## src/rtl/stream_demux4_pkg.sv

```systemverilog
// -----------------------------------------------------------------------------
// stream_demux4_pkg
// Shared constants and types for the packet-aware 1-to-4 stream demultiplexer.
//   NUM_CH  : number of output channels
//   SEL_W   : width of the channel selector
//   DATA_W  : payload width carried by beat_t (keep equal to the top's WIDTH)
//   state_t : packet-tracking FSM states
//   beat_t  : one stream beat (payload + end-of-packet flag)
// -----------------------------------------------------------------------------
package stream_demux4_pkg;

  localparam int NUM_CH = 4;
  localparam int SEL_W  = 2;
  localparam int DATA_W = 8;

  typedef enum logic {
    IDLE = 1'b0,
    BUSY = 1'b1
  } state_t;

  typedef struct packed {
    logic [DATA_W-1:0] data;
    logic              last;
  } beat_t;

endpackage

```

## src/rtl/stream_demux4_if.sv

```systemverilog
// -----------------------------------------------------------------------------
// stream_demux4_if
// Bundles the handshake and data signals of stream_demux4.
//   io_selector  : destination channel, sampled on the first beat of a packet
//   io_in_*      : upstream valid/ready stream (data, last)
//   io_out_*     : per-channel downstream streams, index N = channel
//   io_count     : per-channel completed-packet counters
// Modports:
//   master : the upstream producer / downstream consumer side
//   slave  : the demultiplexer itself
// -----------------------------------------------------------------------------
interface stream_demux4_if #(
  parameter int WIDTH = stream_demux4_pkg::DATA_W,
  parameter int CNT_W = 8
);
  import stream_demux4_pkg::*;

  logic [SEL_W-1:0]                   io_selector;
  logic                               io_in_valid;
  logic                               io_in_ready;
  logic [WIDTH-1:0]                   io_in_data;
  logic                               io_in_last;
  logic [NUM_CH-1:0]                  io_out_valid;
  logic [NUM_CH-1:0]                  io_out_ready;
  logic [NUM_CH-1:0][WIDTH-1:0]       io_out_data;
  logic [NUM_CH-1:0]                  io_out_last;
  logic [NUM_CH-1:0][CNT_W-1:0]       io_count;

  modport master (
    output io_selector, io_in_valid, io_in_data, io_in_last, io_out_ready,
    input  io_in_ready, io_out_valid, io_out_data, io_out_last, io_count
  );

  modport slave (
    input  io_selector, io_in_valid, io_in_data, io_in_last, io_out_ready,
    output io_in_ready, io_out_valid, io_out_data, io_out_last, io_count
  );

endinterface

```

## src/rtl/stream_demux4_slot.sv

```systemverilog
// -----------------------------------------------------------------------------
// demux_slot
// One-entry registered holding stage for a single output channel, plus the
// channel's completed-packet counter.
//   clock, reset : clock and synchronous active-high reset
//   load         : write load_beat into the slot this cycle (only when free)
//   load_beat    : beat to store
//   out_ready    : downstream consumer ready
//   out_valid    : slot holds a beat
//   out_beat     : held beat, stable while out_valid && !out_ready
//   free         : slot can take a beat this cycle (empty or draining)
//   count        : packets whose last beat has been handed downstream
// -----------------------------------------------------------------------------
module demux_slot
  import stream_demux4_pkg::*;
#(
  parameter int CNT_W = 8
) (
  input  logic             clock,
  input  logic             reset,
  input  logic             load,
  input  beat_t            load_beat,
  input  logic             out_ready,
  output logic             out_valid,
  output beat_t            out_beat,
  output logic             free,
  output logic [CNT_W-1:0] count
);

  logic drain;

  // A draining slot counts as free so a beat can pass straight through.
  assign free  = !out_valid || out_ready;
  assign drain = out_valid && out_ready;

  // Load wins over drain, which covers a same-cycle drain and refill.
  always_ff @(posedge clock) begin
    if (reset) begin
      out_valid <= 1'b0;
      out_beat  <= '0;
      count     <= '0;
    end else begin
      if (load) begin
        out_valid <= 1'b1;
        out_beat  <= load_beat;
      end else if (drain) begin
        out_valid <= 1'b0;
      end
      if (drain && out_beat.last) begin
        count <= count + CNT_W'(1);
      end
    end
  end

endmodule

```

## src/rtl/stream_demux4.sv

```systemverilog
// -----------------------------------------------------------------------------
// stream_demux4
// Packet-aware 1-to-4 stream demultiplexer. The channel is taken from
// io_selector on the first beat of a packet and held until the beat carrying
// io_in_last. Each channel has a one-entry registered slot and a counter of
// completed packets.
//   clock, reset : clock and synchronous active-high reset
//   bus (slave)  : selector, input stream, four output streams, counters
// Parameters:
//   WIDTH : payload bits per beat (must equal stream_demux4_pkg::DATA_W)
//   CNT_W : width of each per-channel packet counter
// -----------------------------------------------------------------------------
module stream_demux4
  import stream_demux4_pkg::*;
#(
  parameter int WIDTH = DATA_W,
  parameter int CNT_W = 8
) (
  input  logic          clock,
  input  logic          reset,
  stream_demux4_if.slave bus
);

  state_t            state_q, state_d;
  logic [SEL_W-1:0]  route_q, route_d, route_eff;
  logic [NUM_CH-1:0] slot_free, slot_load, slot_valid, slot_last;
  beat_t             slot_beat [NUM_CH];
  logic [CNT_W-1:0]  slot_count [NUM_CH];
  beat_t             in_beat;
  logic              accept;

  // Mid-packet the locked route is used, so selector changes are ignored.
  assign route_eff      = (state_q == IDLE) ? bus.io_selector : route_q;
  assign bus.io_in_ready = slot_free[route_eff];
  assign accept          = bus.io_in_valid && bus.io_in_ready;

  assign in_beat.data = DATA_W'(bus.io_in_data);
  assign in_beat.last = bus.io_in_last;

  always_ff @(posedge clock) begin
    if (reset) begin
      state_q <= IDLE;
      route_q <= '0;
    end else begin
      state_q <= state_d;
      route_q <= route_d;
    end
  end

  // A single-beat packet accepted in IDLE never opens a packet.
  always_comb begin
    state_d = state_q;
    route_d = route_q;
    case (state_q)
      IDLE: begin
        if (accept && !bus.io_in_last) begin
          state_d = BUSY;
          route_d = bus.io_selector;
        end
      end
      BUSY: begin
        if (accept && bus.io_in_last) begin
          state_d = IDLE;
        end
      end
      default: state_d = IDLE;
    endcase
  end

  for (genvar gi = 0; gi < NUM_CH; gi++) begin : g_slot
    assign slot_load[gi] = accept && (route_eff == SEL_W'(gi));

    demux_slot #(
      .CNT_W (CNT_W)
    ) u_slot (
      .clock     (clock),
      .reset     (reset),
      .load      (slot_load[gi]),
      .load_beat (in_beat),
      .out_ready (bus.io_out_ready[gi]),
      .out_valid (slot_valid[gi]),
      .out_beat  (slot_beat[gi]),
      .free      (slot_free[gi]),
      .count     (slot_count[gi])
    );

    assign slot_last[gi]       = slot_beat[gi].last;
    assign bus.io_out_data[gi] = WIDTH'(slot_beat[gi].data);
    assign bus.io_count[gi]    = slot_count[gi];
  end

  assign bus.io_out_valid = slot_valid;
  assign bus.io_out_last  = slot_last;

endmodule

```

## src/flat_wrapper.sv

```systemverilog
// flat-port wrapper written by rule: the top's interface ports become plain ports
module stream_demux4_flat import stream_demux4_pkg::*;
#(
  parameter int WIDTH = DATA_W,
  parameter int CNT_W = 8
)
  (clock, reset, bus_io_selector, bus_io_in_valid, bus_io_in_data, bus_io_in_last, bus_io_out_ready, bus_io_in_ready, bus_io_out_valid, bus_io_out_data, bus_io_out_last, bus_io_count);
  stream_demux4_if #(.WIDTH(WIDTH), .CNT_W(CNT_W)) bus_i ();
  input  logic clock;
  input  logic reset;
  input wire logic [$bits(bus_i.io_selector)-1:0] bus_io_selector;
  input wire logic [$bits(bus_i.io_in_valid)-1:0] bus_io_in_valid;
  input wire logic [$bits(bus_i.io_in_data)-1:0] bus_io_in_data;
  input wire logic [$bits(bus_i.io_in_last)-1:0] bus_io_in_last;
  input wire logic [$bits(bus_i.io_out_ready)-1:0] bus_io_out_ready;
  output wire logic [$bits(bus_i.io_in_ready)-1:0] bus_io_in_ready;
  output wire logic [$bits(bus_i.io_out_valid)-1:0] bus_io_out_valid;
  output wire logic [$bits(bus_i.io_out_data)-1:0] bus_io_out_data;
  output wire logic [$bits(bus_i.io_out_last)-1:0] bus_io_out_last;
  output wire logic [$bits(bus_i.io_count)-1:0] bus_io_count;
  assign bus_i.io_selector = bus_io_selector;
  assign bus_i.io_in_valid = bus_io_in_valid;
  assign bus_i.io_in_data = bus_io_in_data;
  assign bus_i.io_in_last = bus_io_in_last;
  assign bus_i.io_out_ready = bus_io_out_ready;
  assign bus_io_in_ready = bus_i.io_in_ready;
  assign bus_io_out_valid = bus_i.io_out_valid;
  assign bus_io_out_data = bus_i.io_out_data;
  assign bus_io_out_last = bus_i.io_out_last;
  assign bus_io_count = bus_i.io_count;
  stream_demux4 #(.WIDTH(WIDTH), .CNT_W(CNT_W)) u_core (.clock(clock), .reset(reset), .bus(bus_i));
endmodule
```

## config.mk

```make
export PLATFORM = sky130hd
export DESIGN_NAME = stream_demux4_flat
export DESIGN_NICKNAME = d
export VERILOG_FILES = /design/src/rtl/stream_demux4_pkg.sv /design/src/rtl/stream_demux4_if.sv /design/src/rtl/stream_demux4_slot.sv /design/src/rtl/stream_demux4.sv /design/src/flat_wrapper.sv
export SDC_FILE = /design/constraint.sdc
export NUM_CORES = 1
export LEC_CHECK = 0
export CORE_ASPECT_RATIO = 1.75
export CORE_MARGIN = 1.5
export CORE_UTILIZATION = 25
export CTS_CLUSTER_SIZE = 24
export DETAILED_ROUTE_END_ITERATION = 6
export DONT_BUFFER_PORTS = 1
export MAX_ROUTING_LAYER = met4
export SLEW_MARGIN = 40
export SYNTH_ARGS = -nofsm -noshare
export SYNTH_HDL_FRONTEND = slang
export SYNTH_SLANG_ARGS = --single-unit
```

## constraint.sdc

```tcl
create_clock -name clock -period 3.95 [get_ports clock]
set_input_delay 0.395 -clock clock [delete_from_list [all_inputs] [get_ports clock]]
set_output_delay 0.395 -clock clock [all_outputs]
set_load 0.02 [all_outputs]
```

**Word level (Yosys, flattened, before mapping)**

Index checks and enable logic that the tools add are counted.

- $lt $le $gt $ge: 1
- Muxes and demuxes: 14
- Eq/ne operators: 3
- Bitwise gates (word level): 1
- $add $sub $neg: 4
- Reductions and logical operators: 30

Operators by type and width:

| cell | number |
|---|---|
| 8-bit by 1-bit adder with 8-bit output (second input constant) | 4 |
| 1-bit logical AND | 15 |
| 1-bit two-way mux | 11 |
| 2-bit nonzero test | 4 |
| 1-bit logical NOT | 5 |
| 2-bit equality test (second input constant) | 2 |
| 1-bit logical OR | 4 |
| 2-bit by 3-bit less-than comparator with 1-bit output (second input constant) | 1 |
| 1-bit binary-select mux with 2-bit select | 1 |
| 2-bit by 1-bit equality test with 1-bit output (second input constant) | 1 |
| 2-bit logical NOT | 1 |
| 2-bit two-way mux | 1 |
| 1-bit case mux with 2 select lines | 1 |
| 2-bit AND reduction | 1 |
| 1-bit inverter | 1 |

- Register bits after elaboration: 75
- Output and inout bits: 73
- Word-level logic and storage cells: 71
- Bits of input ports: 18

**Logic depth before layout (Yosys ltp)**

Gate-level depths: netlist of the first run.

- Depth in word-level cells: 8
- Depth in mapped cells: 6
- Mapped depth without buffers: 4

**Cells and area by module**

A second synthesis of the first run with hierarchy kept.

- Cells, all modules: 330
- Area, all modules: 3191.8 um^2

By module, submodules not included:

| module | cells each | area each (um^2) | times used |
|---|---|---|---|
| demux_slot | 72 | 711.9 | 4 |
| stream_demux4 | 42 | 344.1 | 1 |

**Worst setup path after synthesis of the first run**

OpenSTA, ideal clock, no wires.

- Path kind: flip-flop to output port
- Start: register (tool-made name)
- End: output port bus_io_in_ready
- Required time: 3.555 ns
- Setup slack: 2.299 ns
- Stages on the path, launching flop included: 5
- Arrival time: 1.256 ns
- Buffers on the path: 1
- Path through: dfxtp_1 > buf_6 > mux2_4 > mux2i_1 > mux2i_1

RTL lines:

| what | line | text |
|---|---|---|
| end: declaration | flat_wrapper.sv:16 | `output wire logic [$bits(bus_i.io_in_ready)-1:0] bus_io_in_ready;` |

==> flow_summary_export.csv, run 1 <==
group,metric,value,unit
drt,wl_per_cell,15.4,µm
worst_setup_path,critical_path_class,"flop to output pin",
worst_setup_path,worstSetupStartpointType,"flop",
final_layout,final_nets,335,
timing,finalSetupViolations,0,
timing,rsz0062_at_grt,"no",
timing,fin_skew,0.00467,ns
yosys,netlist_area,0.00309,mm²
yosys,yosys.area.top_type,"dfxtp_1",
yosys,yosys_most_used_dff,"dfxtp_1",
drt,drtIter0Drc,78,
worst_setup_path,crit_path_end_kind,"output pin",
timing,drv_slew,0,
clock_tree,cts-resized-gates,0,
floorplan,die_area,0.0131,mm²
grt,grt_pass1_vias,2154,
clock_tree,cts_buffers,9,
yosys,synth_fp_nets,342,
worst_setup_path,crit_arrival,1.89,ns
worst_setup_path,cp_common_cell,"mux2i_1",
worst_setup_path,cp_slowest_cell,"mux2i_1",
yosys,synth-edff-count,0,
placement,portBuffers,0,
clock_tree,cts_tree,"yes",
drt,ant_nets,0,
power_and_ir_drop,peakVddDrop,0.000212,V
timing,fin_setup_tns,0,ns
timing,fin_crit,2.28,ns
placement,place_hpwl,5330,µm
grt,track_usage,0.122,
timing,worst_slack,1.67,ns
drt,wl,7420,µm
floorplan,core-area,0.0120,mm²
clock_tree,cts_setup_buffers,0,
yosys,avgSynthCellArea,9.65,µm²
yosys,async_reset_ff_frac,0,
grt,grt_pass1_wl,11400,µm
clock_tree,path_clk_slew,0.06,ns
power_and_ir_drop,p_leak,1.47,nW
run_status,status,"finished clean",
placement,place_area,0.00320,mm²
clock_tree,cts_hold_buf,0,
drt,drt_first_pass_iters,4,
worst_setup_path,cp.required,3.56,ns
drt,drc,0,
drt,via_per_inst,4.53,
clock_tree,htree_levels,3,
placement,dp_slack,1.94,ns
yosys,synth_top_area_frac,0.486,
timing,worst_pin_slew,0.756,ns
floorplan,die_h,150,µm
grt,grt_start_max_net_pins,78,
final_layout,drive_gt1_frac,0.0599,
timing,hold_viol,0,
worst_setup_path,crit_fanout,6,
yosys,synth_area_leaders,"dfxtp_1 49%, mux2i_1 15%, nor2_1 7.9%",
final_layout,final_cell_area,0.00347,mm²
yosys,ys_warn_count,0,
clock_tree,clock-sinks,75,
clock_tree,clk_latency,0.33,ns
floorplan,io_pins,91,
timing,worst_slew_margin_rel,0.494,
final_layout,antennaDiodeCount,0,
min_path,hp-class,"input port to flop",
yosys,yosysUniqueCellTypes,28,
yosys,yosysSeqAreaShare,0.486,
final_layout,fill_cells,1263,
final_layout,syn2layout_area_growth,12.4,%
floorplan,initial_utilization,0.257,
floorplan,die_w,87.0,µm
yosys,synth.most_common_cell,"dfxtp_1",
worst_setup_path,slowest_delay,0.57,ns
floorplan,placementRows,53,
yosys,synth_common_cells,"75 x dfxtp_1, 65 x nor2_1, 45 x mux2i_1, 17 x nand4_1, 14 x nand2_1",
grt,antenna_found_initial,0,
flow_run,maxCapViolCount,0,
worst_setup_path,cp_top_family,"multiplexers",
drt,vias,2184,
timing,fin_crit_sh,0.577,
clock_tree,cts.path.max_buffers,2,
timing,fmax,439,MHz
grt,gr-total-overflow,0,
placement,place_congestion,0.777,
worst_setup_path,critical_path_buf_inv_count,0,
clock_tree,cts-root-buf,"clkbuf_16",
worst_setup_path,path_cells,"mux2_4 > mux2i_1 > mux2i_1",
yosys,syn_inst,320,
yosys,synth-seq-cells,75,
power_and_ir_drop,pwr_density_cell,472,mW/mm²
[state kept, by name, indices dropped and copies added (netlist names), named ones only]
register and count:
u_core.g_slot.u_slot.out_beat 36, u_core.g_slot.u_slot.count 32, u_core.g_slot.u_slot.out_valid 4, u_core.route_q 2
[layout by cell type (no fill, tap or decap), drive strengths merged, types with 2 or more instances in the layout]
cell    count
and3        9
nand2b      7
clkbuf     13
mux2        4
nand4      17
xor2       13
ha          4
nand3       4
buf         3
nor2       65
dfxtp      75
nor3        7
mux2i      45
nand2      14
or3         3
a21oi      10
and2        2
xnor2      12
o21ai       3
[cell families after synthesis]
family | Yosys count | share of synthesized area
buffers and inverters | 21 | 0.0369
AND/OR/NAND/NOR | 131 | 0.198
multiplexers | 49 | 0.164
XOR/XNOR | 25 | 0.0709
AO/OA/AOI/OAI | 15 | 0.0279
adder cells (fa/ha/maj) | 4 | 0.0162
flip-flops | 75 | 0.486
[through the flow]
stage          total power [mW]  utilization  hold slack, ns  cells
4_1_cts                    1.67        0.288           0.121    481
6_report                   1.64        0.289           0.136    482
3_5_place_dp              0.911        0.266           0.477    466
5_1_grt                    1.71        0.289           0.120    482
2_1_floorplan             0.907            -           0.460    320
3_3_place_gp              0.907        0.265           0.473    464
[worst register-to-register path, delay by kind of cell, from the launching register on]
family / cells / cell delay, ns
muxes: 2 / 0.49
and+or+nand+nor: 2 / 0.50
buffers and inverters: 1 / 0.35
DFF: 1 / 0.48
[where the power goes]
group	internal (mW)	leakage, nW	total [mW]	switching (mW)
combinational	0.0386	0.736	0.0752	0.0366
sequential	0.777	0.607	0.819	0.0412
clock	0.439	0.126	0.745	0.307
[cell type report]
| type | instances | area [µm²] | area share |
|---|---|---|---|
| clock inverters | 2 | 12.5 | 0.00360 |
| flip-flops and latches | 75 | 1500 | 0.433 |
| well taps | 165 | 206 | 0.0595 |
| multi-input cells | 224 | 1470 | 0.425 |
| clock buffers | 13 | 250 | 0.0721 |
| repair buffers | 3 | 26.3 | 0.00757 |
[path summary, 6_finish.rpt]
check,startpoint,to,slack [ns],depth (start not counted)
setup reg to reg,flop,u_core.g_slot[0].u_slot.out_beat[1]$_SDFFE_PP0P_,2.02,5
setup / recovery,flop,bus_io_in_ready,1.67,3
hold reg to reg,u_core.route_q[0]$_SDFFE_PP0P_,u_core.route_q[0]$_SDFFE_PP0P_,0.49,2
hold / removal,reset,u_core.g_slot[2].u_slot.count[5]$_SDFFE_PP0P_,0.14,1
[per-layer routing]
metal,vias up,part of all wire,track usage
met3,10,0.085,0.0496
met5,-,0,-
met2,72,0.51,0.200
met4,0,0.031,0.0726
met1,1035,0.37,0.119
li1,1067,-,-
Note: power is estimated with default switching activity, not from simulation.
==> run 2, diff against run 1 <==
==> constraint.sdc (replaced) <==
create_clock -name clock -period 2.04 [get_ports clock]
set_input_delay 0.204 -clock clock [delete_from_list [all_inputs] [get_ports clock]]
set_output_delay 0.204 -clock clock [all_outputs]
set_load 0.02 [all_outputs]
==> flow_summary_export.csv, run 2 (synthesis results as in run 1) <==
group,metric,value,unit
run_status,status,"finished clean",
worst_setup_path,cp_slowest_cell,"dfxtp_1",
final_layout,largest_reg_flops,36,
final_layout,drive_gt1_frac,0.0752,
timing,fin_crit_sh,0.952,
clock_tree,cts_buffers,9,
grt,grt_start_max_net_pins,74,
floorplan,initial_utilization,0.257,
drt,ant_nets,0,
power_and_ir_drop,p_leak,1.52,nW
final_layout,antennaDiodeCount,0,
drt,via_per_inst,4.55,
final_layout,final_nets,338,
drt,wl_per_cell,15.3,µm
final_layout,fill_cells,1270,
worst_setup_path,cp.required,1.84,ns
grt,track_usage,0.121,
grt,gr-total-overflow,0,
grt,grt_pass1_wl,11400,µm
worst_setup_path,cp_common_cell,"mux2i_1",
placement,portBuffers,0,
timing,finalSetupViolations,0,
grt,antenna_found_initial,0,
clock_tree,clock-sinks,75,
floorplan,die_w,87.0,µm
min_path,hold_path_depth,2,
drt,vias,2202,
timing,fmax,515,MHz
clock_tree,cts-root-buf,"clkbuf_16",
flow_run,maxCapViolCount,0,
clock_tree,clk_latency,0.33,ns
clock_tree,cts.path.max_buffers,2,
timing,drv_slew,0,
timing,fin_setup_tns,0,ns
drt,drt_first_pass_iters,4,
floorplan,io_pins,91,
worst_setup_path,crit_fanout,6,
power_and_ir_drop,p_total,3.55,mW
timing,worst_pin_slew,0.375,ns
clock_tree,path_clk_slew,0.06,ns
placement,post-place-cells,469,
placement,place_congestion,0.761,
timing,hold_viol,0,
drt,wl,7420,µm
timing,fin_crit,1.94,ns
timing,rsz0062_at_grt,"no",
worst_setup_path,crit_path_end_kind,"output pin",
worst_setup_path,critical_path_class,"flop to output pin",
placement,place_hpwl,5280,µm
worst_setup_path,crit_arrival,1.74,ns
final_layout,largestRegisters,"u_core.g_slot.u_slot.out_beat (36), u_core.g_slot.u_slot.count (32), u_core.g_slot.u_slot.out_valid (4)",
worst_setup_path,r2r_slack,0.38,ns
power_and_ir_drop,pwr_density_cell,993,mW/mm²
clock_tree,cts-resized-gates,0,
floorplan,die_h,150,µm
worst_setup_path,r2r_cells,4,
drt,drtIter0Drc,83,
timing,worst_slack,0.0983,ns
placement,dp_slack,0.402,ns
timing,worst_slew_margin_rel,0.750,
clock_tree,cts_tree,"yes",
final_layout,syn2layout_area_growth,15.8,%
worst_setup_path,path_cells,"mux2_4 > mux2i_1 > mux2i_1 > buf_4",
worst_setup_path,slowest_delay,0.49,ns
floorplan,placementRows,53,
drt,drc,0,
clock_tree,cts_hold_buf,1,
clock_tree,htree_levels,3,
timing,fin_skew,0.00788,ns
clock_tree,cts_setup_buffers,0,
power_and_ir_drop,peakVddDrop,0.000345,V
final_layout,final_cell_mix,"75 x dfxtp_1, 65 x nor2_1, 45 x mux2i_1",
worst_setup_path,worstSetupStartpointType,"flop",
final_layout,stdcell_count,484,
floorplan,die_area,0.0131,mm²
final_layout,largest-register,"u_core.g_slot.u_slot.out_beat",
floorplan,core-area,0.0120,mm²
min_path,hp-class,"input port to flop",
final_layout,final_common_cell,"dfxtp_1",
grt,grt_pass1_vias,2174,
-- run 2: routing by layer --
| layer | wire length, µm | GRT usage | up-vias |
|---|---|---|---|
| li1 | - | - | 1072 |
| met1 | 2850 | 0.124 | 1044 |
| met2 | 3830 | 0.199 | 71 |
| met5 | 0 | - | - |
| met3 | 530 | 0.0375 | 15 |
| met4 | 215 | 0.0766 | 0 |
-- run 2: power breakdown --
part	internal, mW	total (mW)	switching (mW)
Combinational	0.0817	0.176	0.0947
Sequential	1.50	1.58	0.0793
Clock	1.18	1.79	0.609
-- run 2: final timing paths --
path                                   from                                          endpoint
max                                    flop                                   bus_io_in_ready
max reg2reg                            flop                                              flop
min reg2reg  u_core.route_q[0]$_SDFFE_PP0P_                    u_core.route_q[0]$_SDFFE_PP0P_
min                       bus_io_in_data[0]  u_core.g_slot[2].u_slot.out_beat[1]$_SDFFE_PP0P_
-- run 2: area by class of cell --
class	count	area (µm²)	area share
clock buffers	9	225	0.0630
clock inverters	5	104	0.0290
multi-input cells	224	1470	0.412
flip-flops and latches	75	1500	0.420
well taps	165	206	0.0577
repair buffers	6	65.1	0.0182
-- run 2: critical path: cells and delay by family, from the launching register on --
family / cells / cell delay [ns]
buf+inv: 1 / 0.18
flops: 1 / 0.49
mux: 3 / 0.73
-- run 2: per-stage QoR --
stage / hold WS [ns] / cell area, µm² / utilization
after global placement: 0.281 / 3220 / 0.268
after floorplan: 0.348 / 3090 / -
after global routing: 0.00630 / 3580 / 0.298
after CTS: 0.00286 / 3580 / 0.298
after detailed placement: 0.284 / 3220 / 0.268
final: 0.0208 / 3580 / 0.298
==> run 3, diff against run 2 <==
--- a/config.mk
+++ b/config.mk
@@ -7,7 +7,7 @@
 export LEC_CHECK = 0
 export CORE_ASPECT_RATIO = 1.75
 export CORE_MARGIN = 1.5
-export CORE_UTILIZATION = 25
+export CORE_UTILIZATION = 40
 export CTS_CLUSTER_SIZE = 24
 export DETAILED_ROUTE_END_ITERATION = 6
 export DONT_BUFFER_PORTS = 1
==> flow_summary_export.csv, run 3 (synthesis results as in run 1) <==
group,metric,value,unit
worst_setup_path,crit_arrival,1.71,ns
final_layout,syn2layout_area_growth,11.7,%
drt,wl_met1,2570,µm
floorplan,die_w,69.4,µm
drt,wl_per_cell,16.1,µm
drt,via_per_inst,5.28,
clock_tree,cts_setup_buffers,0,
final_layout,fin_util,0.459,
final_layout,largest-register,"u_core.g_slot.u_slot.out_beat",
placement,place_hpwl,4650,µm
drt,vias,2159,
drt,ant_nets,0,
floorplan,initial_utilization,0.411,
drt,met3_length,389,µm
worst_setup_path,cp_slowest_cell,"dfxtp_1",
worst_setup_path,r2r_slack,0.40,ns
grt,grt_start_max_net_pins,74,
power_and_ir_drop,p_leak,1.51,nW
worst_setup_path,crit_fanout,6,
timing,drv_slew,0,
power_and_ir_drop,switching_power,752,µW
timing,hold_viol,0,
worst_setup_path,cp_common_cell,"mux2i_1",
power_and_ir_drop,p_int,2.54,mW
grt,track_usage,0.167,
timing,fmax,523,MHz
timing,fin_crit,1.91,ns
power_and_ir_drop,sequentialPowerShare,0.481,
power_and_ir_drop,p_total,3.29,mW
worst_setup_path,path_cells,"mux2_4 > mux2i_1 > mux2i_1 > buf_4",
clock_tree,cts_tree,"yes",
floorplan,die_area,0.00828,mm²
clock_tree,cts-resized-gates,0,
worst_setup_path,critical_path_buf_inv_count,1,
placement,portBuffers,0,
power_and_ir_drop,peakVddDrop,0.000597,V
power_and_ir_drop,pwr_density_cell,954,mW/mm²
drt,drc,0,
power_and_ir_drop,sw_frac_of_total,0.228,
min_path,hp-class,"input port to flop",
power_and_ir_drop,p_comb_frac,0.053,
worst_setup_path,r2r_cells,4,
clock_tree,htree_levels,3,
drt,drt_first_pass_iters,4,
clock_tree,clk_latency,0.34,ns
drt,wl,6580,µm
final_layout,stdcell_count,409,
min_path,hp-start,"bus_io_in_data[4]",
timing,fin_skew,0.00527,ns
timing,rsz0062_at_grt,"no",
clock_tree,cts_hold_buf,1,
timing,worst_slew_margin_rel,0.753,
grt,antenna_found_initial,0,
flow_run,maxCapViolCount,0,
clock_tree,path_clk_slew,0.05,ns
worst_setup_path,cp.depth,4,
drt,met2_length,3470,µm
worst_setup_path,cp.required,1.84,ns
grt,gr-total-overflow,0,
timing,fin_setup_tns,0,ns
timing,finalSetupViolations,0,
clock_tree,cts-root-buf,"clkbuf_16",
clock_tree,cts_buffers,9,
worst_setup_path,slowest_delay,0.47,ns
final_layout,drive_gt1_frac,0.0810,
timing,fin_crit_sh,0.937,
timing,worst_pin_slew,0.370,ns
grt,grt_pass1_vias,2078,
floorplan,io_pins,91,
clock_tree,cts.path.max_buffers,2,
clock_tree,clock-sinks,75,
worst_setup_path,cp_top_family,"multiplexers",
final_layout,largestRegisters,"u_core.g_slot.u_slot.out_beat (36), u_core.g_slot.u_slot.count (32), u_core.g_slot.u_slot.out_valid (4)",
placement,post-place-cells,392,
worst_setup_path,crit_path_end_kind,"output pin",
final_layout,final_common_cell,"dfxtp_1",
drt,top_layer,"met4",
floorplan,core-area,0.00751,mm²
floorplan,die_h,119,µm
worst_setup_path,worstSetupStartpointType,"flop",
drt,drtIter0Drc,111,
worst_setup_path,endpoint,"bus_io_in_ready",
final_layout,largest_reg_flops,36,
run_status,status,"finished clean",
final_layout,final_nets,338,
power_and_ir_drop,clock_power_share,0.467,
floorplan,placementRows,42,
placement,place_congestion,0.804,
final_layout,final_cell_mix,"75 x dfxtp_1, 65 x nor2_1, 45 x mux2i_1",
final_layout,antennaDiodeCount,0,
grt,grt_pass1_wl,10400,µm
worst_setup_path,critical_path_class,"flop to output pin",
==> run 3: cell types whose count changed in the layout (fill, tap and decap cells not counted) <==
cell,delta
clkbuf_8,+4
bufinv_16,-3
clkinvlp_4,+2
clkinv_4,-1
==> run 3: through the flow <==
stage / hold slack (ns) / setup WS (ns) / cell area, µm²
4_1_cts: 0.00268 / 0.104 / 3450
2_1_floorplan: 0.348 / 0.557 / 3090
6_report: 0.0164 / 0.128 / 3450
5_1_grt: 0.00545 / 0.0575 / 3450
3_3_place_gp: 0.280 / 0.477 / 3120
3_5_place_dp: 0.284 / 0.421 / 3120
==> run 3: worst register-to-register path: stages, from the launching register on <==
cell	delay, ns
dfxtp_1	0.47
mux2_4	0.37
mux2i_1	0.14
o22ai_1	0.21
mux2_1	0.33
==> run 3: final cells by class <==
type | count | area, µm²
Fill cell | 708 | 4060
Timing Repair Buffer | 6 | 65.1
Sequential cell | 75 | 1500
Multi-Input combinational cell | 224 | 1470
Clock inverter | 3 | 20.0
Clock buffer | 13 | 280
Tap cell | 88 | 110
==> run 3: per-layer routing <==
layer	vias up	track usage
met1	1013	0.176
li1	1077	-
met4	0	0.0882
met2	58	0.274
met3	11	0.0575
met5	-	-
==> run 3: how the worst min path moves through the flow <==
stage / slack (ns) / endpoint / cells past startpoint
after floorplan: 0.35 / u_core.g_slot[0].u_slot.out_beat[0]$_SDFFE_PP0P_ / 2
after global placement: 0.28 / u_core.g_slot[0].u_slot.count[3]$_SDFFE_PP0P_ / 1
after detailed placement: 0.28 / u_core.g_slot[2].u_slot.out_valid$_SDFFE_PP0P_ / 1
after CTS: 0.003 / u_core.g_slot[2].u_slot.out_beat[7]$_SDFFE_PP0P_ / 2
after global routing: 0.005 / u_core.g_slot[3].u_slot.out_beat[4]$_SDFFE_PP0P_ / 2
final: 0.02 / u_core.g_slot[1].u_slot.out_beat[5]$_SDFFE_PP0P_ / 2
==> run 3: power by group through the flow <==
stage               logic (mW)  clock network (mW)  registers, mW
finish                   0.173                1.54           1.58
global route             0.192                1.63           1.59
CTS                      0.175                1.58           1.58
detailed placement       0.147                   0           1.62
global placement         0.144                   0           1.62
floorplan                0.160                   0           1.60
